File: config.mk
export PLATFORM = sky130hd
export DESIGN_NAME = sd_sector_sink
export DESIGN_NICKNAME = d
export VERILOG_FILES = /design/src/rtl/sd_sector_sink.sv
export SDC_FILE = /design/constraint.sdc
export NUM_CORES = 1
export LEC_CHECK = 0
export ABC_AREA = 1
export BUFFER_PORTS_ARGS = -buffer_cell sky130_fd_sc_hd__buf_2
export CAP_MARGIN = 20
export CORE_MARGIN = 2
export CORE_UTILIZATION = 30
export DETAILED_ROUTE_END_ITERATION = 10
export PLACE_DENSITY_LB_ADDON = 0.05
export SYNTH_ARGS = -nofsm -noshare
export SYNTH_HDL_FRONTEND = slang
export SYNTH_SLANG_ARGS = --single-unit
File: constraint.sdc
create_clock -name MasterCLK -period 3.1 [get_ports MasterCLK]
set_clock_uncertainty 0.2 [all_clocks]
set_input_delay 0.31 -clock MasterCLK [delete_from_list [all_inputs] [get_ports MasterCLK]]
set_output_delay 0.31 -clock MasterCLK [all_outputs]
set_load 0.02 [all_outputs]
File: src/rtl/sd_sector_sink.sv
// ----------------------------------------------------------------------------
// sd_sector_sink
//
// Consumes the byte stream of one SD sector read, packs byte pairs into
// 16-bit words and writes them to the frame-buffer RAM write port. It also
// owns the sector address the SPI reader uses for its next CMD17. That
// address walks SECTORS_PER_FRAME sectors starting at BASE_SECTOR and then
// wraps back to BASE_SECTOR.
//
// Ports
//   MasterCLK        in   system clock, the only clock
//   Reset            in   synchronous, active-high reset
//   SD_Data          in   byte from the reader, stable around each strobe rise
//   SD_DataValid     in   reader data window (asynchronous to MasterCLK)
//   SD_DataStrobe    in   reader byte strobe, rising edge = new byte (async)
//   SD_SectorAddress out  sector address for the reader's next read
//   WriteAddress     out  frame-buffer word address
//   WriteData        out  packed word, even byte in [7:0], odd byte in [15:8]
//   WriteEnable      out  one-cycle write pulse
//   SectorDone       out  one-cycle pulse when a full sector has been taken
//   FrameDone        out  one-cycle pulse with the last SectorDone of a frame
//   ShortSector      out  one-cycle pulse when the data window closes early
//   Overflow         out  sticky: a byte arrived after the sector was full
// ----------------------------------------------------------------------------
module sd_sector_sink #(
    parameter int unsigned BYTES_PER_SECTOR  = 512,
    parameter int unsigned SECTORS_PER_FRAME = 75,
    parameter int unsigned BASE_SECTOR       = 0,
    parameter int unsigned ADDR_WIDTH        = 15
) (
    input  logic                  MasterCLK,
    input  logic                  Reset,
    input  logic [7:0]            SD_Data,
    input  logic                  SD_DataValid,
    input  logic                  SD_DataStrobe,
    output logic [15:0]           SD_SectorAddress,
    output logic [ADDR_WIDTH-1:0] WriteAddress,
    output logic [15:0]           WriteData,
    output logic                  WriteEnable,
    output logic                  SectorDone,
    output logic                  FrameDone,
    output logic                  ShortSector,
    output logic                  Overflow
);

    // Byte count must reach BYTES_PER_SECTOR itself, hence the +1.
    localparam int unsigned CountWidth = $clog2(BYTES_PER_SECTOR + 1);
    localparam int unsigned IndexWidth =
        (SECTORS_PER_FRAME > 1) ? $clog2(SECTORS_PER_FRAME) : 1;

    localparam logic [CountWidth-1:0] LastByte       = CountWidth'(BYTES_PER_SECTOR - 1);
    localparam logic [IndexWidth-1:0] LastSector     = IndexWidth'(SECTORS_PER_FRAME - 1);
    localparam logic [ADDR_WIDTH-1:0] WordsPerSector = ADDR_WIDTH'(BYTES_PER_SECTOR / 2);
    localparam logic [15:0]           BaseSector     = 16'(BASE_SECTOR);

    typedef enum logic [1:0] {
        StIdle,
        StFill,
        StComplete,
        StDrain
    } stateType;

    // ------------------------------------------------------------------
    // Input synchronisers: two flops for metastability, one history flop
    // for edge detection.
    // ------------------------------------------------------------------
    logic strobeSync1;
    logic strobeSync2;
    logic strobeHist;
    logic validSync1;
    logic validSync2;
    logic validHist;

    always_ff @(posedge MasterCLK) begin
        if (Reset) begin
            strobeSync1 <= 1'b0;
            strobeSync2 <= 1'b0;
            strobeHist  <= 1'b0;
            validSync1  <= 1'b0;
            validSync2  <= 1'b0;
            validHist   <= 1'b0;
        end else begin
            strobeSync1 <= SD_DataStrobe;
            strobeSync2 <= strobeSync1;
            strobeHist  <= strobeSync2;
            validSync1  <= SD_DataValid;
            validSync2  <= validSync1;
            validHist   <= validSync2;
        end
    end

    logic strobeEdge;
    logic validRise;

    assign strobeEdge = strobeSync2 & ~strobeHist;
    assign validRise  = validSync2 & ~validHist;

    // ------------------------------------------------------------------
    // Sector state machine with registered outputs.
    // wordBase tracks sectorIndex * words-per-sector incrementally so the
    // write address needs only an adder, not a multiplier.
    // ------------------------------------------------------------------
    stateType                state;
    logic [CountWidth-1:0]   byteCount;
    logic [IndexWidth-1:0]   sectorIndex;
    logic [ADDR_WIDTH-1:0]   wordBase;
    logic [7:0]              lowByte;

    always_ff @(posedge MasterCLK) begin
        if (Reset) begin
            state            <= StIdle;
            byteCount        <= '0;
            sectorIndex      <= '0;
            wordBase         <= '0;
            lowByte          <= 8'h00;
            SD_SectorAddress <= BaseSector;
            WriteAddress     <= '0;
            WriteData        <= 16'h0000;
            WriteEnable      <= 1'b0;
            SectorDone       <= 1'b0;
            FrameDone        <= 1'b0;
            ShortSector      <= 1'b0;
            Overflow         <= 1'b0;
        end else begin
            // Pulse outputs default low every cycle.
            WriteEnable <= 1'b0;
            SectorDone  <= 1'b0;
            FrameDone   <= 1'b0;
            ShortSector <= 1'b0;

            case (state)
                StIdle: begin
                    // Strobes seen here are ignored; only a fresh data
                    // window opens a sector.
                    byteCount <= '0;
                    if (validRise) begin
                        state <= StFill;
                    end
                end

                StFill: begin
                    // A byte on the same cycle as the window closing is
                    // still taken; the short-sector check then happens on
                    // the following cycle.
                    if (strobeEdge) begin
                        if (!byteCount[0]) begin
                            lowByte <= SD_Data;
                        end else begin
                            WriteData    <= {SD_Data, lowByte};
                            WriteAddress <= wordBase + ADDR_WIDTH'(byteCount >> 1);
                            WriteEnable  <= 1'b1;
                        end
                        byteCount <= byteCount + CountWidth'(1);
                        if (byteCount == LastByte) begin
                            state <= StComplete;
                        end
                    end else if (!validSync2) begin
                        // Window closed early: sector index and address
                        // are kept so the same sector is fetched again.
                        ShortSector <= 1'b1;
                        byteCount   <= '0;
                        state       <= StIdle;
                    end
                end

                StComplete: begin
                    SectorDone <= 1'b1;
                    if (sectorIndex == LastSector) begin
                        sectorIndex      <= '0;
                        wordBase         <= '0;
                        SD_SectorAddress <= BaseSector;
                        FrameDone        <= 1'b1;
                    end else begin
                        sectorIndex      <= sectorIndex + IndexWidth'(1);
                        wordBase         <= wordBase + WordsPerSector;
                        SD_SectorAddress <= SD_SectorAddress + 16'd1;
                    end
                    // The sector is already full, so any byte here is extra.
                    if (strobeEdge) begin
                        Overflow <= 1'b1;
                    end
                    state <= StDrain;
                end

                StDrain: begin
                    // Surplus bytes are dropped; only the sticky flag records them.
                    if (strobeEdge) begin
                        Overflow <= 1'b1;
                    end
                    if (!validSync2) begin
                        state <= StIdle;
                    end
                end

                default: begin
                    state <= StIdle;
                end
            endcase
        end
    end

endmodule

* Word-level counts from Yosys, hierarchy flattened
Index checks and enable logic that the tools add are counted.
W data, S select, Z words.
** Word-level totals
- Output and inout bits :: 52
- Logic and storage cells :: 66
- Input port bits :: 12
- Flip-flop bits (word level) :: 100
** Operators by class
- Eq/ne operators :: 8
- $add $sub $neg :: 5
- Multiplexer cells :: 15
- Reductions and logical operators :: 11
- Bitwise logic cells :: 8
** Operator list (number)
- $mux W10 :: 2
- $pmux W10 S2 :: 1
- $add A16 B1 Y16 const B :: 1
- $mux W16 :: 1
- $add A15 B9 Y15 :: 1
- $add A15 B9 Y15 const B :: 1
- $mux W15 :: 1
- $add A10 B1 Y10 const B :: 1
- $eq A10 B9 Y1 const B :: 1
- $mux W2 :: 4
- $pmux W2 S4 :: 1
- $add A7 B1 Y7 const B :: 1
- $eq A7 B7 Y1 const B :: 1
- $mux W7 :: 1
- $ne A3 B3 Y1 const B :: 2
- $not A1 Y1 :: 6
- $reduce_and A2 Y1 :: 3
- $reduce_and A3 Y1 :: 2
- $reduce_or A3 Y1 :: 2
- $eq A2 B2 Y1 const B :: 2
- $mux W1 :: 4
- $reduce_or A2 Y1 :: 2
- $and A1 B1 Y1 :: 2
- $eq A2 B1 Y1 const B :: 1
- 3 further kinds :: 3

* Depth between registers and ports, before layout
Gate-level depths: netlist of the first run.
- Depth after elaboration :: 4
- Gate-level depth with buffers :: 11

* Worst setup path after synthesis of the first run
Ideal clock, no wire load.
- Kind :: reg-to-reg
- From :: register SD_SectorAddress[0]
- To :: register SD_SectorAddress[8]
- Arrival time :: 1.370 ns
- Stages on the path, launching flop included :: 10
- Data required time :: 2.830 ns
- Path buffers :: 0
- Setup time :: 0.070 ns
- Path slack :: 1.460 ns
- Cell sequence :: dfxtp_1 ha_1 nand2_1 inv_1 nand2_1 nor2_1 nand2_1 inv_1 nand2_1 a21oi_1
** Between the ends
- Longest elaborated chain between the ends :: 2
** Ends and longest elaborated chain
- start: declaration :: line 36 : output logic [15:0] SD_SectorAddress,
- start signal: assignment :: line 116 : SD_SectorAddress <= BaseSector;
- start signal: assignment :: line 171 : SD_SectorAddress <= BaseSector;
- start signal: assignment :: line 176 : SD_SectorAddress <= SD_SectorAddress + 16'd1;
- $add A16 B1 Y16 :: line 176
- $mux W16 :: line 168 : if (sectorIndex == LastSector) begin
Every way passes these cells.
A chain may end at the register's enable or synchronous reset.

* Worst setup path after layout of the first run
- From :: register state[1]
- To :: register WriteAddress[12]
** Between the ends
- Longest elaborated chain between the ends :: 2
** Ends and longest elaborated chain
- start: declaration :: line 103 : stateType state;
- start signal: assignment :: line 111 : state <= StIdle;
- start signal: assignment :: line 137 : state <= StFill;
- start signal: assignment :: line 155 : state <= StComplete;
- $eq A2 B1 Y1 :: line 131 : case (state)
- $reduce_and A3 Y1 (no line)
- end signal: assignment :: line 150 : WriteAddress <= wordBase + ADDR_WIDTH'(byteCount >> 1);
- end: declaration :: line 37 : output logic [ADDR_WIDTH-1:0] WriteAddress,
Every way passes these cells.

==> flow_summary.yaml, run 1 <==
setup_path:
  endpoint_kind: "flop"
  critPathTopFamily: "buffers and inverters"
  rr_worst_depth: 8
  startpoint_type: "flop"
  path_buf_inv: 3
  path_max_fanout: 22
  slowest_stage: "inv_1"
  worstPathRequired_ps: 3140
  path_common_cell: "nor2_4"
  cp_data_arrival_time_ps: 2220
  crit_type: "flop to flop"
  critical_path_depth: 8
  path_cells: "inv_2 -> nand2_2 -> nor2_4 -> inv_4 -> nor2_4 -> inv_1 -> a21oi_1 -> nor2_1"
  max_stage_delay_ps: 450
logic_synthesis:
  synth_seq_area_share_pct: 48.82
  synth_fp_nets: 529
  ys_seq_elements: 92
  ys_types: 29
  synth_warnings: 0
  netlist_instances: 511
  synth.avg_cell_area_um2: 7.382
  netlist_area_um2: 3772
route:
  drc: 0
  firstDrtPassIters: 4
  wl_per_cell_um: 11.78
  drt_iter0_markers: 158
  viasPerCell: 4.385
  ant_nets: 0
  num_vias: 3306
  wl_mm: 8.884
floorplanning:
  fp.dieH_um: 116.1
  coreArea_um2: 12160
  io_pins: 64
  start_util_pct: 31.02
  fp.dieW_um: 116.1
  rows: 40
  die_area_um2: 13490
sta:
  timing.fmax_ghz: 0.4577
  setup_viol: 0
  setup_tns_ps: 0
  hold_viol: 0
  max-slew-margin-rel_pct: 49.94
  period_minus_slack_ps: 2185
  whs_ps: 21.79
  worst_slew_pin_slew_ps: 750.1
  rsz0062_at_grt: "false"
  slew_viol_final: 0
  fin_crit_sh_pct: 70.48
cells_and_area:
  area_delta_synth_final_pct: 22.39
  final_cell_mix: "nor2_1, dfxtp_1, nand2_1, buf_2, inv_1"
  nets: 600
  final_area_um2: 4617
  diodes: 0
  drive_gt1_share_pct: 15.19
  mostFrequentLayoutCell: "nor2_1"
global_routing:
  grt_pass1_vias: 3059
  grt_usage_pct: 13.94
  grt_pass1_wl_mm: 14.69
  grt_max_degree: 38
  antenna_found_initial: 0
  grt_overflow: 0
min_path:
  min_path_cells: 3
  hold_class: "input port to flop"
pwr:
  comb_power_share_pct: 2.7
  powerDensity_nw_per_um2: 508.7
  p_seq_share_pct: 50.8
  power_frac_clock_pct: 46.4
  switching_share_pct: 21.03
  p_switching_mw: 0.4940
  leakagePower_nw: 2.050
  ir_drop_mv: 0.2416
  internal_power_mw: 1.855
clocking:
  cts_sinks: 92
  cts_root_buffer: "clkbuf_16"
  cts_tree: "built"
  clock_latency_ps: 340
  post_cts_buffers: 0
  htree_levels: 3
  clk_pin_slew_ps: 60
  cts_buffers: 9
  clk_path_buf_depth: 2
placed_design:
  dp_hpwl_mm: 6.087
  io_buffers: 63
  place_congestion: 0.7633
  dpl-instance-area_um2: 4234
flow_run:
  cap_violations: 0
run_status:
  status: "finished clean"
## synth_stat cells
cell,n,area share (%)
nor3_1,11,1.5
nor2_1,106,11
a31oi_1,1,0.17
clkbuf_1,6,0.60
nand2_1,85,8.5
ha_1,6,2.0
buf_2,6,0.80
o21ai_1,1,0.13
buf_6,3,0.90
nand3b_1,1,0.20
clkinv_1,1,0.099
nor2_4,4,1.2
nand2_2,2,0.33
a21oi_1,29,3.8
o21bai_1,1,0.20
dfxtp_1,92,49
o211ai_1,2,0.40
nand3_1,30,4.0
nand4_1,6,1.0
o21ai_0,48,6.4
inv_1,55,5.5
inv_4,1,0.17
o21a_1,1,0.20
inv_2,1,0.099
nor4_1,1,0.17
a211oi_1,2,0.40
xor2_1,5,1.2
or2_2,1,0.17
xnor2_1,3,0.70
## power groups by stage
stage / Sequential, mW / Combinational [mW] / Clock, mW
3_3_place_gp: 1.22 / 0.0571 / 0
3_5_place_dp: 1.22 / 0.0571 / 0
6_report: 1.19 / 0.0644 / 1.09
5_1_grt: 1.19 / 0.0729 / 1.18
2_1_floorplan: 1.22 / 0.0345 / 0
4_1_cts: 1.19 / 0.0663 / 1.14
## path summary, 6_finish.rpt
check                                           start  slack [ps]                            end
worst min register to register  validSync1$_SDFF_PP0_         200          validSync2$_SDFF_PP0_
worst min-delay path                       SD_Data[5]          20     WriteData[13]$_SDFFE_PP0P_
worst max register to register  state[1]$_SDFFE_PP0P_         920  WriteAddress[12]$_SDFFE_PP0P_
worst max-delay path            state[1]$_SDFFE_PP0P_         920  WriteAddress[12]$_SDFFE_PP0P_
## tightest hold or removal path, cell delays in order
cell and delay, ps:
buf_2 100, nor2_1 40, nor2_1 80
## metal layers
layer,up-vias,routed length (um),global-route usage (%)
met3,10,394,4.411
li1,1777,-,-
met5,-,0,0
met4,0,123,4.762
met2,64,3945,22.03
met1,1455,4420,18.11
## final cells by class
type,count,area (um^2)
Clock buffer,11,242.7
Clock inverter,4,50.05
Fill cell,1287,7545
Inverter,58,220.2
Multi-Input combinational cell,346,1624
Sequential cell,92,1842
Tap cell,168,210.2
Timing Repair Buffer,75,427.9
## state kept, by name (all words and copies together) (netlist names)
signal and count:
FrameDone 1, Overflow 1, SD_SectorAddress 16, SectorDone 1, ShortSector 1, WriteAddress 15
WriteData 16, WriteEnable 1, byteCount 10, lowByte 8, sectorIndex 7, state 2
strobeHist 1, strobeSync1 1, strobeSync2 1, validHist 1, validSync1 1, validSync2 1
wordBase 7
## metrics by stage
| stage | std cells | util, % | setup WS, ps | power (mW) |
|---|---|---|---|---|
| final | 754 | 37.96 | 915.2 | 2.349 |
| after detailed placement | 730 | 34.81 | 902.4 | 1.278 |
| after CTS | 754 | 37.96 | 892.6 | 2.396 |
| after global placement | 730 | 34.81 | 967.1 | 1.278 |
| after global routing | 754 | 37.96 | 662.8 | 2.445 |
| after floorplan | 511 | - | 1460 | 1.256 |
## cell families after synthesis
logic type	Yosys count	share of synthesized area [%]
flops	92	48.82
simple gates	247	27.50
compound gates	85	11.71
buf+inv	73	8.126
fa+ha+maj	6	1.990
xor+xnor	8	1.857
## what timing repair did
item	4_1_cts	5_1_grt
hold buffers	9	0
hold endpoints to repair	10	0
resized for setup	0	0
endpoints found under the setup margin	0	0
(Power assumes the default switching activity.)
==> run 2: changes to the inputs <==
Clock period 3.1 ns to 2 ns, I/O delays scaled along.
==> run 2 against run 1 <==
Maximum frequency increased by 16%. Sequential power up 55%. Cell area grew 5.8%. Sequential share of layout area fell by 2.2 points. Worst hold slack improved by 180 ps. Setup slack got worse by 800 ps. Combinational power increased by 82%. Final cell count grew 2.9%. Routed wire length increased by 3.8%. Via count up 2.5%. Total power rose by 74%. Global-route usage increased by 0.40 points.
==> flow_summary.yaml, run 2 (synthesis gave the netlist of run 1 again) <==
setup_path:
  crit_type: "flop to flop"
  path_max_fanout: 11
  timing.reg2reg.setup_slack_ps: 120
  cp_data_arrival_time_ps: 1910
  endpoint_kind: "flop"
  rr_worst_depth: 10
  reg2reg_to: "WriteAddress[1]$_SDFFE_PP0P_"
  worstPathRequired_ps: 2030
  startpoint_type: "flop"
  r2r-start: "state[1]$_SDFFE_PP0P_"
cells_and_area:
  drive_gt1_share_pct: 18.59
  diodes: 0
  area_delta_synth_final_pct: 29.49
  final_area_um2: 4885
  mostFrequentLayoutCell: "nor2_1"
  nets: 621
  fin_util_pct: 40.16
  final_cells: 776
  reg_top3: "SD_SectorAddress x16, WriteData x16, WriteAddress x15"
  final_cell_mix: "nor2_1, dfxtp_1, nand2_1, buf_2, inv_1"
route:
  drt_iter0_markers: 145
  wl_met2_mm: 4.035
  num_vias: 3390
  wl_mm: 9.219
  wl_per_cell_um: 11.88
  met3_length_um: 288
  drc: 0
  drt-met1-wl_mm: 4.723
  ant_nets: 0
  highest_layer: "met4"
  firstDrtPassIters: 7
  viasPerCell: 4.369
global_routing:
  antenna_found_initial: 0
  grt_pass1_wl_mm: 15.15
  grt_max_degree: 30
  grt_usage_pct: 14.34
  grt_pass1_vias: 3206
  grt_overflow: 0
clocking:
  cts_root_buffer: "clkbuf_16"
  htree_levels: 3
  cts_tree: "built"
  clock_latency_ps: 340
  cts_sinks: 92
  cts_buffers: 9
  clk_path_buf_depth: 2
  clk_pin_slew_ps: 60
placed_design:
  place_inst: 739
  dp_hpwl_mm: 6.236
  place_congestion: 0.7656
  pre_cts_ws_ps: -9.866
  dpl-instance-area_um2: 4302
  io_buffers: 63
pwr:
  ir_drop_mv: 0.4321
  leakagePower_nw: 2.182
  powerDensity_nw_per_um2: 835.4
min_path:
  min_path_cells: 2
  hp-start: "strobeSync1$_SDFF_PP0_"
  min_to: "strobeSync2$_SDFF_PP0_"
  hold_class: "flop to flop"
floorplanning:
  rows: 40
  io_pins: 64
  fp.dieH_um: 116.1
  start_util_pct: 31.02
  die_area_um2: 13490
  coreArea_um2: 12160
  fp.dieW_um: 116.1
sta:
  setup_viol: 0
  fin_ws_ps: 118.3
  hold_viol: 0
  max-slew-margin-rel_pct: 74.00
  period_minus_slack_ps: 1882
  slew_viol_final: 0
  whs_ps: 205.3
  fin_crit_sh_pct: 94.08
  worst_slew_pin_slew_ps: 387.1
  timing.fmax_ghz: 0.5314
run_status:
  status: "finished clean"
flow_run:
  cap_violations: 0
run 2: cell types whose count changed in the layout (fill, tap and decap cells not counted):
cell	change
inv_1	-3
inv_2	+1
clkinvlp_4	+3
clkbuf_1	-1
buf_6	+1
dlygate4sd3_1	+2
bufinv_16	+3
clkinv_2	-1
buf_12	+1
buf_4	+16
run 2: area by class of cell:
cell class	count	area [um^2]
timing repair inverter	1	7.507
sequential	92	1842
clock inverter	6	135.1
tap	168	210.2
timing repair buffer	95	599.3
clock buffer	10	239.0
inverter	58	227.7
fill	1295	7277
multi-input combinational	346	1624
run 2: worst max-delay path, stage by stage (launching register included):
cell and delay [ps]:
dfxtp_1 330, inv_2 150, nand2_2 80, nor2_4 170
inv_4 80, nor2_4 240, buf_12 140, clkinvlp_4 50
buf_4 170, nand3_1 70, o21ai_0 70
run 2: worst max path at each step:
stage	start	end	slack [ps]
after global placement	state[1]$_SDFFE_PP0P_	WriteAddress[12]$_SDFFE_PP0P_	60
after floorplan	SD_SectorAddress[0]$_SDFFE_PP0P_	SD_SectorAddress[8]$_SDFFE_PP0P_	360
final	state[1]$_SDFFE_PP0P_	WriteAddress[1]$_SDFFE_PP0P_	120
after CTS	state[1]$_SDFFE_PP0P_	WriteAddress[12]$_SDFFE_PP0P_	-20
after detailed placement	state[1]$_SDFFE_PP0P_	WriteAddress[12]$_SDFFE_PP0P_	-10
after global routing	sectorIndex[0]$_SDFFE_PP0P_	SD_SectorAddress[5]$_SDFFE_PP0P_	-30
run 2: power breakdown:
| group | leakage (nW) | switching, mW | internal, mW | total, mW |
|---|---|---|---|---|
| sequential | 0.742 | 0.00732 | 1.84 | 1.85 |
| clock | 0.175 | 0.732 | 1.38 | 2.11 |
| combinational | 1.27 | 0.0663 | 0.0507 | 0.117 |
run 2: repair_timing:
item	in CTS	in global routing
resized for setup	0	5
pin swaps	0	1
hold buffers	11	0
gates cloned	0	1
buffers inserted	0	9
setup endpoints to repair	1	31
hold endpoints to repair	19	0
run 2: metrics by stage:
| stage | TNS [ps] | total power, mW |
|---|---|---|
| after floorplan | 0 | 1.946 |
| after global placement | 0 | 1.986 |
| after detailed placement | -9.866 | 1.986 |
| after CTS | -17.16 | 4.133 |
| after global routing | -62.53 | 4.228 |
| final | 0 | 4.081 |
run 2: layer usage:
| metal | vias up | GRT usage [%] |
|---|---|---|
| li1 | 1810 | - |
| met1 | 1508 | 18.72 |
| met4 | 0 | 7.143 |
| met3 | 12 | 2.647 |
| met2 | 60 | 22.85 |
| met5 | - | 0 |
